===== src/rtl/program_memory_loader.sv =====
// Instruction memory with a 1-cycle registered fetch port and a byte-stream program loader.
// Loader takes one byte per accepted LD_VALID/LD_READY; fetches are ignored while a load session is busy.
module program_memory_loader #(
    parameter int ADDR_W = 8,
    parameter int IM_W   = 4,
    parameter int LR_W   = 3,
    parameter int SR_W   = 3,
    parameter int OP_W   = 5
) (
    input  logic              CLK,
    input  logic              nRST,
    input  logic              FETCH_EN,
    input  logic [ADDR_W-1:0] PA,
    output logic [IM_W-1:0]   IM,
    output logic [LR_W-1:0]   LR,
    output logic [SR_W-1:0]   SR,
    output logic [OP_W-1:0]   OP,
    output logic              INSTR_VALID,
    input  logic              LD_START,
    input  logic [ADDR_W-1:0] LD_BASE,
    input  logic [7:0]        LD_DATA,
    input  logic              LD_VALID,
    input  logic              LD_LAST,
    output logic              LD_READY,
    output logic              LD_BUSY,
    output logic              LD_DONE,
    output logic              LD_ERR,
    output logic [ADDR_W:0]   LD_COUNT
);

    localparam int W = IM_W + LR_W + SR_W + OP_W;
    localparam logic [ADDR_W:0] C_DEPTH = {1'b1, {ADDR_W{1'b0}}};

    typedef enum logic [1:0] {
        S_IDLE,
        S_LO,
        S_HI,
        S_DONE
    } state_t;

    state_t              r_state;
    state_t              w_next;
    logic [W-1:0]        r_mem [0:(1<<ADDR_W)-1];
    logic [ADDR_W-1:0]   r_addr;
    logic [7:0]          r_low;
    logic                w_acc;
    logic [15:0]         w_word16;
    logic [W-1:0]        w_word;
    logic                w_pad;
    logic [ADDR_W:0]     w_cnt_next;

    assign w_acc      = LD_VALID && LD_READY;
    assign w_word16   = {LD_DATA, r_low};
    assign w_word     = w_word16[W-1:0];
    // Any bit of the high byte beyond the packed fields is a malformed word.
    assign w_pad      = |(w_word16 >> W);
    assign w_cnt_next = LD_COUNT + (ADDR_W+1)'(1);

    always_ff @(posedge CLK or negedge nRST) begin
        if (!nRST) begin
            r_state <= S_IDLE;
        end else begin
            r_state <= w_next;
        end
    end

    always_comb begin
        w_next   = r_state;
        LD_READY = 1'b0;
        LD_BUSY  = 1'b1;
        LD_DONE  = 1'b0;
        case (r_state)
            S_IDLE: begin
                LD_BUSY = 1'b0;
                if (LD_START) w_next = S_LO;
            end
            S_LO: begin
                LD_READY = 1'b1;
                if (w_acc) w_next = LD_LAST ? S_DONE : S_HI;
            end
            S_HI: begin
                LD_READY = 1'b1;
                if (w_acc) begin
                    if (LD_LAST || (w_cnt_next == C_DEPTH)) w_next = S_DONE;
                    else                                    w_next = S_LO;
                end
            end
            S_DONE: begin
                LD_DONE = 1'b1;
                w_next  = S_IDLE;
            end
            default: w_next = S_IDLE;
        endcase
    end

    always_ff @(posedge CLK or negedge nRST) begin
        if (!nRST) begin
            r_addr      <= '0;
            r_low       <= '0;
            LD_COUNT    <= '0;
            LD_ERR      <= 1'b0;
            IM          <= '0;
            LR          <= '0;
            SR          <= '0;
            OP          <= '0;
            INSTR_VALID <= 1'b0;
        end else begin
            INSTR_VALID <= 1'b0;
            // Fetch reads before any write of this edge, so a fetch alongside LD_START sees old contents.
            if (r_state == S_IDLE && FETCH_EN) begin
                {OP, SR, LR, IM} <= r_mem[PA];
                INSTR_VALID      <= 1'b1;
            end
            case (r_state)
                S_IDLE: begin
                    if (LD_START) begin
                        r_addr   <= LD_BASE;
                        LD_COUNT <= '0;
                        LD_ERR   <= 1'b0;
                    end
                end
                S_LO: begin
                    if (w_acc) begin
                        r_low <= LD_DATA;
                        if (LD_LAST) LD_ERR <= 1'b1;
                    end
                end
                S_HI: begin
                    if (w_acc) begin
                        r_addr   <= r_addr + ADDR_W'(1);
                        LD_COUNT <= w_cnt_next;
                        if (w_pad || (!LD_LAST && w_cnt_next == C_DEPTH)) LD_ERR <= 1'b1;
                    end
                end
                default: ;
            endcase
        end
    end

    always_ff @(posedge CLK) begin
        if (r_state == S_HI && w_acc) r_mem[r_addr] <= w_word;
    end

endmodule


===== config.mk =====
export PLATFORM = sky130hd
export DESIGN_NAME = program_memory_loader
export DESIGN_NICKNAME = d
export VERILOG_FILES = /design/src/rtl/program_memory_loader.sv
export SDC_FILE = /design/constraint.sdc
export NUM_CORES = 2
export LEC_CHECK = 0
export ABC_CLOCK_PERIOD_IN_PS = 11100
export BUFFER_PORTS_ARGS = -buffer_cell sky130_fd_sc_hd__buf_2
export CORE_AREA = 2 2 484 486
export CTS_CLUSTER_SIZE = 14
export DETAILED_ROUTE_END_ITERATION = 6
export DIE_AREA = 0 0 486 488
export PLACE_DENSITY = 0.78
export SLEW_MARGIN = 15
export SYNTH_ARGS = -nofsm -noshare
export SYNTH_HDL_FRONTEND = slang
export SYNTH_SLANG_ARGS = --single-unit

===== constraint.sdc =====
create_clock -name CLK -period 11.1 [get_ports CLK]
set_input_delay 0.555 -clock CLK [delete_from_list [all_inputs] [get_ports CLK]]
set_output_delay 0.555 -clock CLK [all_outputs]
set_load 0.02 [all_outputs]

==> flow_summary_export.csv <==
group,metric,value,unit
hold_path,hold_class,"primary input to register",
global_routing,antenna_found_initial,25,
timing,hold_violations,0,
yosys,synth_compound_area_share,4.15,%
yosys,yosys_most_used_dff,"edfxtp_1",
critical_path,arrival,6130,ps
cells_and_area,layout-drive-gt1-share,21.4,%
timing,timing.fmax,191,MHz
clocking,cts-root-buf,"clkbuf_16",
yosys,synthDominantCellAreaShare,76.9,%
cells_and_area,post-route-util,71.8,%
cells_and_area,fillers,12613,
yosys,ys_seq_area_share,77.6,%
route,initialDrtViolationCount,12906,
timing,worst_slew_pin_slew,1310,ps
clocking,clkTransAtPathRegs,60,ps
power_and_ir_drop,finalPower,33.0,mW
yosys,yosys.area_share.simple,1.92,%
placement,io_buffers,58,
clocking,numCtsBuffers,377,
yosys,ys_seq_elements,3884,
placement,place.gp.congestion,0.921,
floorplanning,start_util,64.7,%
critical_path,end_kind,"register",
route,wl_per_cell,36.2,um
global_routing,grt_pass1_vias,77500,
global_routing,grt_pass1_wl,560000,um
yosys,post_synth_num_cell_types,64,
yosys,synth-adder-area-share,0.0917,%
power_and_ir_drop,p_per_area,198,nW/um^2
placement,dpl-instance-area,155000,um^2
floorplanning,dieArea,237000,um^2
global_routing,grt_max_degree,195,
route,via_per_inst,7.25,
yosys,synthTopCellsByArea,"edfxtp_1 77%, mux4_2 10%, mux2i_1 4.1%, o22ai_1 0.93%, nor2_1 0.75%",
clocking,post_cts_resized,0,
yosys,syn-cell-area,150000,um^2
critical_path,required,12010,ps
yosys,synthXorXnorAreaFrac,0.0234,%
clocking,clock_latency,1000,ps
yosys,yosysTopAreaCell,"edfxtp_1",
floorplanning,pin_count,59,
timing,relSlewSlack,12.2,%
global_routing,grt_overflow,0,
route,wirelength,396000,um
cells_and_area,fin_area,166000,um^2
clocking,htree_levels,5,
timing,maxSlewViolCount,0,
placement,dp_slack,5310,ps
timing,fin_crit_sh,47.1,%
yosys,netlist_instances,7214,
timing,tns,0,ps
timing,finalClockSkew,76.9,ps
clocking,cts.sinks,3884,
yosys,ys_warn_count,0,
route,drcViolationCount,0,
route,ant_nets,0,
power_and_ir_drop,power.leakage,53.4,nW
route,via_count,79178,
timing,report.final.setup_viol,0,
outcome,status,"complete, no violations",
cells_and_area,fin_nets,7635,
placement,hpwl,222000,um
critical_path,crit_fanout,121,
run,cap_viol_max_count,0,
yosys,synth_top_family_by_area,"multiplexers",
yosys,synth-edff-count,3840,
floorplanning,die_h,488,um
global_routing,track_usage,33.4,%
yosys,syn_avg_cell_area,20.8,um^2
yosys,synth.net_count,7255,
timing,min_period,5230,ps
floorplanning,fp.coreArea,232000,um^2
route,dr.pass1.iters,6,
clocking,tritoncts,"built",
floorplanning,dieWidth,486,um
clocking,cts_buffer_depth,4,
cells_and_area,area_delta_synth_final,10.9,%
critical_path,critPathKind,"primary input to register",
critical_path,critPathLaunchType,"primary input",
yosys,synthArstFlopShare,1.13,%
timing,rsz0062_at_grt,"no",
power_and_ir_drop,peakVddDrop,244,uV
yosys,synth_mux_area_share,14.4,%
floorplanning,row_count,177,
clocking,post-cts-setup-buffers,0,
timing,setup_ws,5870,ps
path summary, 6_finish.rpt:
| check | from | endpoint | slack (ps) | cells past startpoint |
|---|---|---|---|---|
| worst max-delay path | PA[0] | OP[0]$_DFFE_PN0P_ | 5870 | 10 |
| worst max register to register | r_state[0]$_DFFE_PN0P_ | OP[0]$_DFFE_PN0P_ | 6620 | 9 |
| max in group asynchronous | nRST | r_low[5]$_DFFE_PN0P_ | 10080 | 3 |
| worst min register to register | LD_ERR$_DFFE_PN0P_ | LD_ERR$_DFFE_PN0P_ | 520 | 1 |
| min in group asynchronous | nRST | LD_COUNT[0]$_DFFE_PN0P_ | 310 | 3 |
| worst min-delay path | LD_DATA[6] | r_mem[32][14]$_DFFE_PP_ | 40 | 1 |
metrics by stage:
step / hold slack [ps] / std cells
6_report: 37.8 / 10927
5_1_grt: 44.7 / 10919
4_1_cts: 7.55 / 10914
3_5_place_dp: 498 / 10244
3_3_place_gp: 490 / 10242
2_1_floorplan: 259 / 7214
per-layer routing:
metal / wire [um] / share of wire [%] / GRT usage [%] / up-vias
li1: - / - / - / 30950
met1: 136000 / 34 / 45.3 / 40688
met2: 186000 / 47 / 51.2 / 6443
met3: 51300 / 13 / 8.98 / 1079
met4: 22100 / 5.6 / 16.2 / 18
met5: 116 / 0.029 / 0 / -
critical path, stage by stage:
cell       delay [ps]
buf_12            430
buf_12            690
buf_12            540
mux2i_1           190
o221ai_1          450
a21oi_1           250
a2111oi_0         840
o21ai_1           330
nor3_1           1100
a211o_1           200
layout make-up:
class | instances | area (um^2) | share of cell area [%]
Clock buffer | 468 | 9980 | 6.00
Antenna cell | 11 | 27.5 | 0.0165
Sequential cell | 3884 | 116000 | 70.0
Clock inverter | 190 | 1570 | 0.946
Multi-Input combinational cell | 2882 | 31000 | 18.7
Tap cell | 3043 | 3810 | 2.29
Inverter | 11 | 47.5 | 0.0286
Timing Repair Buffer | 438 | 3450 | 2.07
synth_stat cells, drive strengths merged (4+ instances only):
cell	count
edfxtp	3840
mux4	680
mux2i	608
nor2	299
buf	258
o22ai	222
clkbuf	179
nand2	164
a22oi	147
a21oi	121
o221ai	113
a211oi	98
o21ai	88
nand3	64
nor3	49
dfrtp	44
a2111oi	22
a31oi	21
nor2b	13
mux2	12
nand4	12
ha	11
inv	11
nor4	11
o31ai	11
and3	10
and2	8
a211o	7
a22o	7
nand2b	7
o2111ai	7
or2	7
or3	7
a221o	6
nand3b	6
o211ai	6
a221oi	5
a311oi	4
or3b	4
repair_timing:
| action | CTS | global route |
|---|---|---|
| endpoints found under the hold margin | 85 | 0 |
| hold buffers | 12 | 0 |
| endpoints found under the setup margin | 0 | 0 |
logic make-up (layout without fill, tap and decap cells):
logic type	count (synthesis)	after routing
XOR/XNOR	4	4
other	0	11
multiplexers	1300	1300
AND/OR/NAND/NOR	665	665
adder cells (fa/ha/maj)	11	11
buffers and inverters	448	1107
AO/OA/AOI/OAI	902	902
flip-flops	3884	3884
registers in the layout, summed over array words and instances (netlist names):
| signal | cells |
|---|---|
| SR | 3 |
| LD_ERR | 1 |
| r_mem | 3840 |
| INSTR_VALID | 1 |
| r_addr | 8 |
| LR | 3 |
| IM | 4 |
| r_low | 8 |
| LD_COUNT | 9 |
| OP | 5 |
| r_state | 2 |
cells in the final DEF, fill, tap and decap left out, drive strengths merged, types with 13 or more instances in the layout:
| cell | count |
|---|---|
| a21oi | 121 |
| a2111oi | 22 |
| clkinv | 149 |
| mux2i | 608 |
| nor2b | 13 |
| o21ai | 88 |
| clkbuf | 468 |
| edfxtp | 3840 |
| nor2 | 299 |
| a211oi | 98 |
| nand2 | 164 |
| nand3 | 64 |
| bufinv | 26 |
| inv | 14 |
| mux4 | 680 |
| a31oi | 21 |
| dfrtp | 44 |
| a22oi | 147 |
| nor3 | 49 |
| o22ai | 222 |
| o221ai | 113 |
| buf | 426 |
power by group:
group          leakage [nW]  total, mW  internal, mW  switching (mW)
clock network          5.66       12.3          6.95            5.31
registers              35.1       18.0          17.4           0.543
logic                  12.7       2.80         0.617            2.18
total                  53.4       33.0          25.0            8.03
(Power assumes the default switching activity.)
